$ cat src/rtl/uart_pkg.sv
// Shared UART constants: oversample rate, majority-vote tick positions,
// FSM state encodings and the baud divider calculation.
package uart_pkg;

   localparam int         OS_RATE = 16;
   localparam logic [3:0] SAMP_A  = 4'd7;
   localparam logic [3:0] SAMP_B  = 4'd8;
   localparam logic [3:0] SAMP_C  = 4'd9;
   localparam logic [3:0] S_LAST  = 4'd15;

   localparam logic [2:0] ST_IDLE   = 3'd0;
   localparam logic [2:0] ST_START  = 3'd1;
   localparam logic [2:0] ST_DATA   = 3'd2;
   localparam logic [2:0] ST_PARITY = 3'd3;
   localparam logic [2:0] ST_STOP   = 3'd4;

   function automatic int calc_div(input int clock_freq, input int baud_rate);
      return clock_freq / (baud_rate * OS_RATE);
   endfunction

endpackage

$ cat src/rtl/uart_baud_gen.sv
// Restartable 16x oversample tick generator; restart realigns the count
// to zero so sampling phase follows the detected start edge.
module uart_baud_gen #(
   parameter int DIV = 651
) (
   input  logic clk,
   input  logic reset_n,
   input  logic restart,
   output logic tick
);

   localparam int            CW   = (DIV > 1) ? $clog2(DIV) : 1;
   localparam logic [CW-1:0] LAST = CW'(DIV - 1);

   logic [CW-1:0] cnt;

   always_ff @(posedge clk or negedge reset_n) begin
      if (!reset_n)
         cnt <= '0;
      else if (restart || cnt == LAST)
         cnt <= '0;
      else
         cnt <= cnt + 1'b1;
   end

   assign tick = (cnt == LAST);

endmodule

$ cat src/rtl/uart_rx_os16.sv
// 16x oversampling UART receiver: majority-vote sampling, optional parity,
// ready/valid holding register with frame/parity/overrun reporting.
module uart_rx_os16
   import uart_pkg::*;
#(
   parameter int CLOCK_FREQ = 100000000,
   parameter int BAUD_RATE  = 9600,
   parameter int DBIT       = 8,
   parameter int PARITY_EN  = 0,
   parameter int PARITY_ODD = 0,
   parameter int STOP_BITS  = 1
) (
   input  logic            clk,
   input  logic            reset_n,
   input  logic            rx,
   output logic [DBIT-1:0] rx_data,
   output logic            rx_valid,
   input  logic            rx_ready,
   output logic            frame_err,
   output logic            parity_err,
   output logic            overrun_err,
   output logic            rx_done_tick
);

   localparam int DIV = calc_div(CLOCK_FREQ, BAUD_RATE);

   logic [1:0]      sync;
   logic            rxs;
   logic [2:0]      state;
   logic [3:0]      s;
   logic [3:0]      bit_idx;
   logic            stop_idx;
   logic            armed;
   logic [1:0]      samp;
   logic [DBIT-1:0] shreg;
   logic            fe_p, pe_p;
   logic            tick, start_det, maj, decide, bit_end, last_stop, commit;

   always_ff @(posedge clk or negedge reset_n) begin
      if (!reset_n) sync <= 2'b11;
      else          sync <= {sync[0], rx};
   end
   assign rxs = sync[1];

   assign start_det = (state == ST_IDLE) && armed && !rxs;

   uart_baud_gen #(.DIV(DIV)) u_baud (
      .clk     (clk),
      .reset_n (reset_n),
      .restart (start_det),
      .tick    (tick)
   );

   // Third vote is the live sample at tick 9, so the decision lands on that tick.
   assign maj       = (samp[1] & samp[0]) | (samp[1] & rxs) | (samp[0] & rxs);
   assign decide    = tick && (s == SAMP_C);
   assign bit_end   = tick && (s == S_LAST);
   assign last_stop = (STOP_BITS == 1) || stop_idx;
   assign commit    = (state == ST_STOP) && decide && last_stop;

   always_ff @(posedge clk or negedge reset_n) begin
      if (!reset_n) begin
         state    <= ST_IDLE;
         s        <= '0;
         bit_idx  <= '0;
         stop_idx <= 1'b0;
         armed    <= 1'b0;
         samp     <= 2'b00;
         shreg    <= '0;
         fe_p     <= 1'b0;
         pe_p     <= 1'b0;
      end else if (state == ST_IDLE) begin
         if (rxs) armed <= 1'b1;
         if (start_det) begin
            state <= ST_START;
            s     <= '0;
            fe_p  <= 1'b0;
            pe_p  <= 1'b0;
         end
      end else begin
         if (tick) begin
            s <= s + 1'b1;
            if (s == SAMP_A) samp[1] <= rxs;
            if (s == SAMP_B) samp[0] <= rxs;
         end
         case (state)
            ST_START: begin
               if (decide && maj)
                  state <= ST_IDLE;
               else if (bit_end) begin
                  state   <= ST_DATA;
                  bit_idx <= '0;
               end
            end
            ST_DATA: begin
               if (decide) shreg <= {maj, shreg[DBIT-1:1]};
               if (bit_end) begin
                  if (bit_idx == 4'(DBIT - 1)) begin
                     state    <= (PARITY_EN != 0) ? ST_PARITY : ST_STOP;
                     stop_idx <= 1'b0;
                  end else begin
                     bit_idx <= bit_idx + 1'b1;
                  end
               end
            end
            ST_PARITY: begin
               if (decide && (maj != (^shreg ^ 1'(PARITY_ODD)))) pe_p <= 1'b1;
               if (bit_end) begin
                  state    <= ST_STOP;
                  stop_idx <= 1'b0;
               end
            end
            ST_STOP: begin
               // A low stop bit disarms so a held-low break reports only once.
               if (decide) begin
                  if (!maj) begin
                     fe_p  <= 1'b1;
                     armed <= 1'b0;
                  end
                  if (last_stop) state <= ST_IDLE;
               end else if (bit_end) begin
                  stop_idx <= 1'b1;
               end
            end
            default: state <= ST_IDLE;
         endcase
      end
   end

   always_ff @(posedge clk or negedge reset_n) begin
      if (!reset_n) begin
         rx_data      <= '0;
         rx_valid     <= 1'b0;
         frame_err    <= 1'b0;
         parity_err   <= 1'b0;
         overrun_err  <= 1'b0;
         rx_done_tick <= 1'b0;
      end else begin
         rx_done_tick <= 1'b0;
         overrun_err  <= 1'b0;
         if (commit) begin
            // Same-cycle accept frees the register, so the new frame loads.
            if (!rx_valid || rx_ready) begin
               rx_data      <= shreg;
               frame_err    <= fe_p | ~maj;
               parity_err   <= pe_p;
               rx_valid     <= 1'b1;
               rx_done_tick <= 1'b1;
            end else begin
               overrun_err <= 1'b1;
            end
         end else if (rx_valid && rx_ready) begin
            rx_valid <= 1'b0;
         end
      end
   end

endmodule

$ cat config.mk
export PLATFORM = sky130hd
export DESIGN_NAME = uart_rx_os16
export DESIGN_NICKNAME = d
export VERILOG_FILES = /design/src/rtl/uart_pkg.sv /design/src/rtl/uart_baud_gen.sv /design/src/rtl/uart_rx_os16.sv
export SDC_FILE = /design/constraint.sdc
export NUM_CORES = 1
export LEC_CHECK = 0
export BUFFER_PORTS_ARGS = -buffer_cell sky130_fd_sc_hd__buf_2
export CAP_MARGIN = 20
export CORE_MARGIN = 2
export CORE_UTILIZATION = 59
export DETAILED_ROUTE_END_ITERATION = 10
export PLACE_DENSITY = 0.82
export RECOVER_POWER = 25
export SYNTH_ARGS = -nofsm -noshare
export SYNTH_HDL_FRONTEND = slang
export SYNTH_SLANG_ARGS = --single-unit
$ cat constraint.sdc
create_clock -name clk -period 2.2 [get_ports clk]
set_input_delay 0.33 -clock clk [delete_from_list [all_inputs] [get_ports clk]]
set_output_delay 0.33 -clock clk [all_outputs]
set_load 0.01 [all_outputs]
### After elaboration in Yosys (flattened, before gate mapping)

Index checks and enable logic that the tools add are counted.

| storage, ports and cells | value |
|---|---|
| flip-flop bits (word level) | 49 |
| input bits | 4 |
| logic and storage cells | 122 |

| cells by class | value |
|---|---|
| add/subtract/negate cells | 3 |
| eq/ne operators | 24 |
| muxes and demuxes | 38 |
| bitwise operators | 8 |
| reductions and logical operators | 32 |

Operators with widths:

| operator | number |
|---|---|
| $mux 4 | 7 |
| $mux 3 | 8 |
| $mux 1 | 20 |
| $reduce_bool 2->1 | 7 |
| $eq 4x4->1 const B | 3 |
| $pmux 3 s4 | 1 |
| $reduce_and 3->1 | 4 |
| $reduce_and 6->1 | 2 |
| $add 10x1->10 const B | 1 |
| $eq 10x10->1 const B | 1 |
| $mux 10 | 1 |
| $ne 2x2->1 const B | 5 |
| $ne 3x3->1 const B | 3 |
| $add 4x1->4 const B | 2 |
| $eq 4x3->1 const B | 2 |
| $logic_and 1x1->1 | 8 |
| $pmux 4 s2 | 1 |
| $reduce_and 4->1 | 2 |
| $reduce_xor 8->1 | 1 |
| $eq 3x2->1 const B | 2 |
| $ne 2x1->1 const B | 3 |
| $reduce_and 2->1 | 3 |
| $ne 4x4->1 const B | 1 |
| $and 1x1->1 | 3 |
| other kinds (9) | 14 |

### Logic depth before layout (Yosys ltp)

Gate-level depths: netlist of the first run.

| depth | value |
|---|---|
| depth after elaboration | 8 |
| depth in mapped cells | 7 |
| mapped depth without buffers | 6 |

### By module

A second synthesis of the first run with hierarchy kept.

| second synthesis, totals | value |
|---|---|
| cells, all modules | 199 |
| area total of the unflattened synthesis | 2306.0 sq um |

By module, submodules not included:

| module | times used | cells each | area each (sq um) | sequential area each (sq um) |
|---|---|---|---|---|
| uart_rx_os16 | 1 | 148 | 1793.0 | 978.4 |
| uart_baud_gen | 1 | 51 | 513.0 | 250.2 |

### Worst setup path after synthesis of the first run

Ideal clock, no wire load.

| timing | value |
|---|---|
| path type | register -> register |
| start point | register u_baud.cnt[0] |
| end point | register frame_err |
| setup time | 0.127 ns |
| arrival time | 1.628 ns |
| data required time | 2.073 ns |
| path slack | 0.444 ns |
| stages on the path, launching flop included | 8 |
| cells stage by stage | dfrtp_1 inv_1 ha_1 and4bb_4 nand4_4 nor2_4 buf_6 mux2_1 |

| between the ends | value |
|---|---|
| word-level cells in the longest chain between the ends | 4 |

Ends and longest elaborated chain:

| item | RTL line | source |
|---|---|---|
| from (decl) | uart_baud_gen.sv:15 | `logic [CW-1:0] cnt;` |
| from (signal assigned) | uart_baud_gen.sv:23 | `cnt <= cnt + 1'b1;` |
| $eq 10x10->1 | uart_baud_gen.sv:26 | `assign tick = (cnt == LAST);` |
| $logic_and 1x1->1 | uart_rx_os16.sv:56 | `assign decide = tick && (s == SAMP_C);` |
| $logic_and 1x1->1 | uart_rx_os16.sv:59 | `assign commit = (state == ST_STOP) && decide && last_stop;` |
| $reduce_and 2->1 (no source line) | - |  |
| to (signal assigned) | uart_rx_os16.sv:145 | `frame_err <= fe_p \| ~maj;` |
| to (decl) | uart_rx_os16.sv:19 | `output logic frame_err,` |

Every way passes these cells.
A chain may end at the register's enable or synchronous reset.

### Worst setup path after layout of the first run

| timing | value |
|---|---|
| start point | register u_baud.cnt[0] |
| end point | register rx_data[6] |

| between the ends | value |
|---|---|
| word-level cells in the longest chain between the ends | 4 |

Ends and longest elaborated chain:

| item | RTL line | source |
|---|---|---|
| $eq 10x10->1 | uart_baud_gen.sv:26 |  |
| $logic_and 1x1->1 | uart_rx_os16.sv:56 |  |
| $logic_and 1x1->1 | uart_rx_os16.sv:59 |  |
| $reduce_and 2->1 (no source line) | - |  |
| to (signal assigned) | uart_rx_os16.sv:144 | `rx_data <= shreg;` |
| to (decl) | uart_rx_os16.sv:16 | `output logic [DBIT-1:0] rx_data,` |

Every way passes these cells.

==> run_results.csv, run 1 <==
group,metric,value,unit
synthesis,yosysTopAreaCell,"dfrtp_1",
clock_tree,clock-sinks,49,
power,total_power,1890,uW
clock_tree,cts_made_buffers,5,
layout,stdcell_area,2590,um^2
setup_path,setup.worst_path.class,"flop to flop",
layout,syn_to_final_growth,9.94,%
clock_tree,clk_pin_slew,0.09,ns
timing,max_freq,508,MHz
clock_tree,clockRootBuffer,"clkbuf_8",
timing,final.setup.tns,0,ns
clock_tree,cts_setup_buffers,0,
global_routing,grt_first_pass_wirelength,6990,um
placed_design,port_buffers,16,
clock_tree,cts_resized,0,
detailed_routing,routed-via-count,1519,
setup_path,start_kind,"flop",
detailed_routing,totalWireLength,4130,um
setup_path,worstSetupStartpoint,"u_baud.cnt[0]$_DFF_PN0_",
global_routing,grt_max_degree,50,
power,ir_drop,0.576,mV
detailed_routing,viasPerCell,5.54,
timing,slew_headroom,22.8,%
timing,drv_slew,0,
layout,drive_gt1_share,21.2,%
synthesis,synth_top_cells_by_area,"dfrtp_1 (50%), mux2_2 (5.7%), xnor2_1 (4.5%), mux2_1 (4.3%), ha_1 (3.2%)",
clock_tree,cts_tree,"built",
floorplan,dieArea,4510,um^2
clock_tree,htree_num_levels,2,
setup_path,ff2ff_setup_slack,0.23,ns
timing,hold_violations,0,
timing,finalSetupViolations,0,
detailed_routing,drtPass1Iterations,4,
global_routing,grt_pass1_vias,1464,
detailed_routing,ant_nets,0,
outcome,status,"complete, no violations",
synthesis,yosysUniqueCellTypes,40,
layout,insertedDiodeCount,0,
timing,max_slew.worst_pin.slew,1.16,ns
global_routing,track_usage,21.1,%
synthesis,synth-async-reset-ratio,100,%
setup_path,worstSetupEndpoint,"rx_data[6]$_DFFE_PN0P_",
power,total_leakage_power,0.00121,uW
floorplan,start_util,62.9,%
synthesis,netlist_instances,205,
synthesis,syn_area,2350,um^2
setup_path,r2r_end,"rx_data[6]$_DFFE_PN0P_",
setup_path,r2r_cells,6,
min_path,hold_class,"input pin to flop",
flow_run,drv_cap,0,
synthesis,synth.avg_cell_area,11.5,um^2
synthesis,synthFlopType,"dfrtp_1",
timing,clock_skew,0.00649,ns
clock_tree,cts_hold_buf,0,
detailed_routing,drcViolationCount,0,
synthesis,yosysWarnings,0,
layout,fillers,280,
placed_design,placed_cell_area,2490,um^2
power,power_density,730,nW/um^2
floorplan,die_y,67.2,um
timing,grt_setup_unrepaired,"false",
timing,post-route-period-util,89.5,%
setup_path,r2r_start,"u_baud.cnt[0]$_DFF_PN0_",
clock_tree,clock_path_buffers,2,
synthesis,synth_seq_cells,49,
placed_design,hpwl,2940,um
synthesis,synth_edf_count,0,
layout,final_nets,235,
global_routing,antenna_found_initial,0,
setup_path,critical_path_required,2.39,ns
synthesis,ys_seq_area_share,52.2,%
timing,fin_crit,1.97,ns
synthesis,synth_top_area_share,49.9,%
setup_path,crit_fanout,11,
global_routing,overflow,0,
floorplan,rows,22,
synthesis,synth_nets,215,
floorplan,pin_count,17,
floorplan,core,3740,um^2
placed_design,place_congestion,0.784,
clock_tree,clock_latency,0.30,ns
setup_path,cp_data_arrival_time,2.16,ns
detailed_routing,wire_per_inst,15.1,um
setup_path,end_kind,"flop",
detailed_routing,first_iter_violations,96,
floorplan,die_width,67.2,um
[power by group]
part,switching [uW],total [uW],internal [uW],leakage (uW)
combinational,135,226,91.4,0.000492
sequential,77.7,1040,961,0.000659
clock,284,626,341,0.0000554
total,497,1890,1390,0.00121
[worst min path at each step]
stage               startpoint                      end  slack, ns  depth (start not counted)
global placement       reset_n         s[0]$_DFFE_PN0P_       0.33                          2
CTS                    reset_n   rx_data[3]$_DFFE_PN0P_      0.005                          2
detailed placement     reset_n  u_baud.cnt[5]$_DFF_PN0_       0.34                          2
floorplan              reset_n        armed$_DFFE_PN0P_       0.03                          0
global route                rx        sync[0]$_DFF_PN1_       0.11                          1
finish                      rx        sync[0]$_DFF_PN1_       0.12                          1
[metal layers]
metal | global-route usage, % | vias up | share of wire [%]
met5 | 0 | - | 0
met4 | 5.87 | 0 | 1.0
met3 | 6.17 | 4 | 3.8
met2 | 30.8 | 22 | 44
met1 | 30.9 | 731 | 51
li1 | - | 762 | -
[flip-flops by register name, summed over array words and instances (netlist names)]
register	flops
rx_done_tick	1
shreg	8
samp	2
sync	2
u_baud.cnt	10
fe_p	1
armed	1
rx_data	8
pe_p	1
state	3
frame_err	1
rx_valid	1
parity_err	1
s	4
overrun_err	1
bit_idx	4
[area by class of cell]
type	count	area, um^2	area share [%]
repair buffers	18	92.6	3.58
multi-input cells	144	1070	41.3
inverters	7	26.3	1.01
well taps	48	60.1	2.32
flip-flops and latches	49	1230	47.5
clock buffers	6	72.6	2.80
clock inverters	2	38.8	1.50
[cells by family (layout without fill, tap and decap cells)]
logic type	Yosys count	after routing	share of synthesized area (%)
xor gates and xnor gates	15	15	6.16
adders and majority gates	7	7	3.61
muxes	21	21	10.0
DFF	49	49	52.2
and+or+nand+nor	78	78	19.8
AOI/OAI and AO/OA	23	23	5.85
buffers and inverters	12	33	2.39
[cells in the mapped netlist (2+ instances only)]
cell type,n
dfrtp_1,47
nor2_1,19
mux2_2,12
xnor2_1,12
nand3_1,11
nand2_1,10
o21ai_0,10
mux2_1,9
inv_1,7
a21oi_1,6
ha_1,6
nor3_1,5
or3_1,4
and3_1,3
buf_2,3
nand2b_1,3
nand4_1,3
nor2b_1,3
and3b_1,2
dfstp_2,2
nand3b_1,2
nand4_4,2
nor2_4,2
nor4_1,2
o31ai_1,2
o41ai_1,2
or2_2,2
xor2_1,2
[cells in the final DEF, fill, tap and decap left out, types with 3 or more instances in the layout]
cell type and instances:
nor2b_1 3, nand4_1 3, ha_1 6, nand2b_1 3, nand2_1 10, mux2_2 12
xnor2_1 12, or3_1 4, mux2_1 9, nor3_1 5, nand3_1 11, clkbuf_8 5
dfrtp_1 47, and3_1 3, nor2_1 19, a21oi_1 6, o21ai_0 10, buf_2 16
inv_1 7
[through the flow]
| stage | setup slack [ns] | cells | util [%] | hold WS (ns) |
|---|---|---|---|---|
| 2_1_floorplan | 0.444 | 205 | - | 0.0344 |
| 3_3_place_gp | 0.312 | 266 | 66.6 | 0.331 |
| 3_5_place_dp | 0.238 | 266 | 66.6 | 0.336 |
| 4_1_cts | 0.231 | 274 | 69.6 | 0.00528 |
| 5_1_grt | 0.136 | 274 | 69.2 | 0.107 |
| 6_report | 0.232 | 274 | 69.2 | 0.120 |
[critical path: stages (launching register included)]
cell and delay, ns:
dfrtp_1 0.43, inv_1 0.08, ha_1 0.14, and4bb_4 0.29, nand4_4 0.18, nor2_4 0.36
mux2_2 0.38
(Power assumes the default switching activity.)
==> inputs of run 2 (changes only) <==
- CTS_BUF_LIST: unset -> sky130_fd_sc_hd__clkbuf_2 sky130_fd_sc_hd__clkbuf_4 sky130_fd_sc_hd__clkbuf_8
==> run_results.csv, run 2 (synthesized netlist as in run 1, its figures left out) <==
group,metric,value,unit
setup_path,cpPeakStageDelay,0.43,ns
layout,insertedDiodeCount,0,
global_routing,grt_first_pass_wirelength,6980,um
timing,grt_setup_unrepaired,"false",
flow_run,drv_cap,0,
clock_tree,cts_setup_buffers,0,
clock_tree,htree_num_levels,2,
setup_path,ff2ff_setup_slack,0.23,ns
layout,top_regs,"u_baud.cnt: 10 flops, rx_data: 8 flops, shreg: 8 flops",
detailed_routing,ant_nets,0,
detailed_routing,routed-via-count,1524,
floorplan,pin_count,17,
floorplan,core,3740,um^2
layout,final_cells,274,
detailed_routing,drcViolationCount,0,
detailed_routing,drtPass1Iterations,4,
setup_path,start_kind,"flop",
global_routing,track_usage,21.1,%
floorplan,rows,22,
timing,max_slew.worst_pin.slew,1.16,ns
timing,hold_violations,0,
setup_path,setup.worst_path.class,"flop to flop",
timing,clock_skew,0.00772,ns
power,ir_drop,0.576,mV
global_routing,use_met2,30.8,%
layout,layout_common_cells,"dfrtp_1 (47), nor2_1 (19), buf_2 (16)",
layout,max_flop_register,"u_baud.cnt",
power,power_density,734,nW/um^2
global_routing,busiest_layer,"met1",
setup_path,worstSetupStartpoint,"u_baud.cnt[0]$_DFF_PN0_",
clock_tree,clock-sinks,49,
global_routing,grt_use_met3,6.17,%
global_routing,met1_usage,30.8,%
setup_path,r2r_start,"u_baud.cnt[0]$_DFF_PN0_",
floorplan,start_util,62.9,%
min_path,hp-start,"rx",
setup_path,crit_fanout,11,
timing,drv_slew,0,
layout,syn_to_final_growth,10.1,%
placed_design,hpwl,2940,um
min_path,hold_class,"input pin to flop",
detailed_routing,totalWireLength,4120,um
setup_path,path_cells,"inv_1 -> ha_1 -> and4bb_4 -> nand4_4 -> nor2_4 -> mux2_2",
clock_tree,clock_latency,0.30,ns
setup_path,timing.critical_path.slowest_stage_cell,"dfrtp_1",
clock_tree,cts_resized,0,
floorplan,dieArea,4510,um^2
global_routing,grt_pass1_vias,1464,
floorplan,die_width,67.2,um
timing,fin_crit,1.97,ns
timing,post-route-period-util,89.5,%
placed_design,dp_cells,266,
layout,drive_gt1_share,21.7,%
clock_tree,clockRootBuffer,"clkbuf_8",
placed_design,place_congestion,0.784,
timing,max_freq,508,MHz
timing,slew_headroom,22.8,%
setup_path,cp_data_arrival_time,2.16,ns
detailed_routing,first_iter_violations,96,
layout,final_nets,235,
setup_path,end_kind,"flop",
outcome,status,"complete, no violations",
placed_design,port_buffers,16,
layout,fillers,279,
clock_tree,clock_path_buffers,2,
clock_tree,clk_pin_slew,0.09,ns
clock_tree,cts_hold_buf,0,
clock_tree,cts_made_buffers,5,
power,total_leakage_power,0.00121,uW
timing,setup_ws,0.232,ns
detailed_routing,viasPerCell,5.56,
detailed_routing,wire_per_inst,15.0,um
layout,largest_reg_flops,10,
global_routing,grt_max_degree,50,
floorplan,die_y,67.2,um
timing,final.setup.tns,0,ns
global_routing,antenna_found_initial,0,
global_routing,overflow,0,
clock_tree,cts_tree,"built",
layout,final_common_cell,"dfrtp_1",
setup_path,critical_path_required,2.39,ns
timing,finalSetupViolations,0,
placed_design,dp_slack,0.238,ns
layout,final_util,69.3,%
run 2: cell count changes in the layout (fill, tap and decap cells not counted):
cell      change
clkbuf_1      -1
clkbuf_4      +1
run 2: power by group:
part	switching [uW]	total [uW]	internal (uW)
clock	284	638	353
combinational	134	225	91.4
sequential	77.4	1040	961
run 2: layout make-up:
type                            count  area [um^2]  area share (%)
Multi-Input combinational cell    144         1070            41.3
Tap cell                           48         60.1            2.32
Clock buffer                        6         76.3            2.94
Clock inverter                      2         38.8            1.50
Inverter                            7         26.3            1.01
Timing Repair Buffer               18         92.6            3.57
Sequential cell                    49         1230            47.4
run 2: final timing paths:
check                                     endpoint  cells past startpoint
hold reg to reg                  sync[1]$_DFF_PN1_                      0
min in group asynchronous  u_baud.cnt[5]$_DFF_PN0_                      2
setup / recovery            rx_data[6]$_DFFE_PN0P_                      6
hold / removal                   sync[0]$_DFF_PN1_                      1
setup reg to reg            rx_data[6]$_DFFE_PN0P_                      6
max in group asynchronous     state[1]$_DFFE_PN0P_                      2
run 2: per-stage QoR:
step	hold slack [ns]	area, um^2	total power (uW)
after floorplan	0.0344	2350	1200
after global placement	0.331	2490	1270
after detailed placement	0.336	2490	1280
after CTS	0.00480	2610	1920
after global routing	0.107	2590	1990
final	0.121	2590	1900
run 2: routing by layer:
metal	vias to the layer above	routed length, um
li1	761	-
met2	27	1820
met5	-	0
met1	732	2090
met3	4	168
met4	0	43
run 2: worst max-delay path: cells and delay by family (launching register included):
| family | cells | cell delay (ns) |
|---|---|---|
| AND/OR/NAND/NOR | 3 | 0.83 |
| flip-flops | 1 | 0.43 |
| adder cells (fa/ha/maj) | 1 | 0.14 |
| buffers and inverters | 1 | 0.08 |
| multiplexers | 1 | 0.38 |
==> inputs of run 3 (changes only) <==
- BUFFER_PORTS_ARGS: -buffer_cell sky130_fd_sc_hd__buf_2 -> unset
- DONT_BUFFER_PORTS: unset -> 1
- PLACE_DENSITY: 0.82 -> 0.79
- SKIP_CTS_REPAIR_TIMING: unset -> 1
- TNS_END_PERCENT: unset -> 50
==> run_results.csv, run 3 (synthesized netlist as in run 1, its figures left out) <==
group,metric,value,unit
floorplan,pin_count,17,
floorplan,core,3740,um^2
flow_run,drv_cap,0,
layout,largest_reg_flops,10,
clock_tree,clockRootBuffer,"clkbuf_8",
clock_tree,clock-sinks,49,
floorplan,rows,22,
layout,fillers,300,
layout,drive_gt1_share,15.6,%
layout,top_regs,"u_baud.cnt: 10 flops, rx_data: 8 flops, shreg: 8 flops",
placed_design,hpwl,3050,um
setup_path,cpPeakStageDelay,0.43,ns
layout,max_flop_register,"u_baud.cnt",
setup_path,crit_fanout,11,
setup_path,end_kind,"flop",
floorplan,die_y,67.2,um
timing,fin_crit,1.94,ns
setup_path,r2r_cells,6,
global_routing,antenna_found_initial,0,
setup_path,cp_data_arrival_time,2.13,ns
layout,final_cells,260,
setup_path,ff2ff_setup_slack,0.26,ns
placed_design,dp_cells,249,
placed_design,place_congestion,0.845,
setup_path,setup.worst_path.class,"flop to flop",
floorplan,start_util,62.9,%
setup_path,timing.critical_path.slowest_stage_cell,"dfrtp_1",
timing,post-route-period-util,88.1,%
detailed_routing,drcViolationCount,0,
placed_design,port_buffers,0,
timing,drv_slew,0,
setup_path,critical_path_required,2.39,ns
setup_path,worstSetupEndpoint,"rx_data[7]$_DFFE_PN0P_",
detailed_routing,ant_nets,0,
timing,max_slew.worst_pin.slew,1.14,ns
floorplan,die_width,67.2,um
clock_tree,cts_tree,"built",
clock_tree,htree_num_levels,2,
clock_tree,clock_path_buffers,2,
layout,layout_common_cells,"dfrtp_1 (47), nor2_1 (19), xnor2_1 (12), mux2_2 (12), nand3_1 (11)",
detailed_routing,viasPerCell,5.79,
timing,grt_setup_unrepaired,"false",
power,ir_drop,0.335,mV
timing,clock_skew,0.00812,ns
timing,max_freq,516,MHz
detailed_routing,drtPass1Iterations,4,
floorplan,dieArea,4510,um^2
clock_tree,cts_made_buffers,5,
global_routing,overflow,0,
global_routing,grt_max_degree,50,
global_routing,track_usage,21.7,%
power,total_leakage_power,0.00112,uW
setup_path,path_cells,"inv_1 -> ha_1 -> and4bb_4 -> nand4_4 -> nor2_4 -> mux2_1",
timing,final.setup.tns,0,ns
outcome,status,"complete, no violations",
layout,syn_to_final_growth,6.70,%
global_routing,grt_first_pass_wirelength,7190,um
setup_path,worstSetupStartpoint,"u_baud.cnt[0]$_DFF_PN0_",
timing,hold_violations,0,
layout,final_util,67.1,%
layout,insertedDiodeCount,0,
global_routing,grt_pass1_vias,1504,
timing,slew_headroom,23.7,%
power,power_density,719,nW/um^2
layout,final_common_cell,"dfrtp_1",
clock_tree,clk_pin_slew,0.09,ns
setup_path,start_kind,"flop",
clock_tree,clock_latency,0.31,ns
detailed_routing,first_iter_violations,101,
layout,final_nets,221,
setup_path,r2r_end,"rx_data[7]$_DFFE_PN0P_",
detailed_routing,wire_per_inst,16.2,um
detailed_routing,routed-via-count,1506,
timing,finalSetupViolations,0,
setup_path,r2r_start,"u_baud.cnt[0]$_DFF_PN0_",
detailed_routing,totalWireLength,4210,um
min_path,hold_class,"input pin to flop",
[run 3: worst max-delay path: cells and delay by family (launching register included)]
| kind | cells | cell delay [ns] |
|---|---|---|
| adders and majority gates | 1 | 0.14 |
| buffers and inverters | 1 | 0.07 |
| DFF | 1 | 0.43 |
| muxes | 1 | 0.37 |
| and+or+nand+nor | 3 | 0.82 |
[run 3: worst min path at each step]
stage / from / endpoint / slack (ns) / depth (start not counted)
floorplan: reset_n / armed$_DFFE_PN0P_ / 0.03 / 0
global placement: reset_n / u_baud.cnt[2]$_DFF_PN0_ / 0.04 / 0
detailed placement: reset_n / bit_idx[3]$_DFFE_PN0P_ / 0.04 / 0
CTS: reset_n / bit_idx[3]$_DFFE_PN0P_ / -0.30 / 0
global route: rx_ready / overrun_err$_DFF_PN0_ / 0.30 / 2
finish: rx_ready / rx_valid$_DFFE_PN0P_ / 0.29 / 2
[run 3: cell type report]
| type | instances | area (um^2) | area share, % |
|---|---|---|---|
| repair buffers | 4 | 32.5 | 1.29 |
| inverters | 7 | 26.3 | 1.05 |
| well taps | 48 | 60.1 | 2.39 |
| clock buffers | 5 | 68.8 | 2.74 |
| clock inverters | 3 | 26.3 | 1.05 |
| flip-flops and latches | 49 | 1230 | 48.9 |
| multi-input cells | 144 | 1070 | 42.6 |
[run 3: per-layer routing]
metal  vias to the layer above  wire length (um)  global-route usage, %
li1                        732                 -                      -
met1                       742              1960                   30.6
met2                        26              2010                   33.0
met3                         6               192                   5.83
met4                         0                49                   6.89
met5                         -                 0                      0
[run 3: where the power goes]
group	total [uW]	internal (uW)	switching [uW]
logic	221	92.2	129
clock network	546	231	315
registers	1040	961	78.1
total	1810	1280	522
[run 3: metrics by stage]
stage / area (um^2) / worst slack [ns] / power [uW] / hold slack, ns
2_1_floorplan: 2350 / 0.444 / 1200 / 0.0344
3_5_place_dp: 2390 / 0.252 / 1260 / 0.0358
6_report: 2510 / 0.262 / 1810 / 0.287
3_3_place_gp: 2390 / 0.318 / 1240 / 0.0360
4_1_cts: 2490 / 0.243 / 1800 / -0.300
5_1_grt: 2510 / 0.142 / 1900 / 0.303
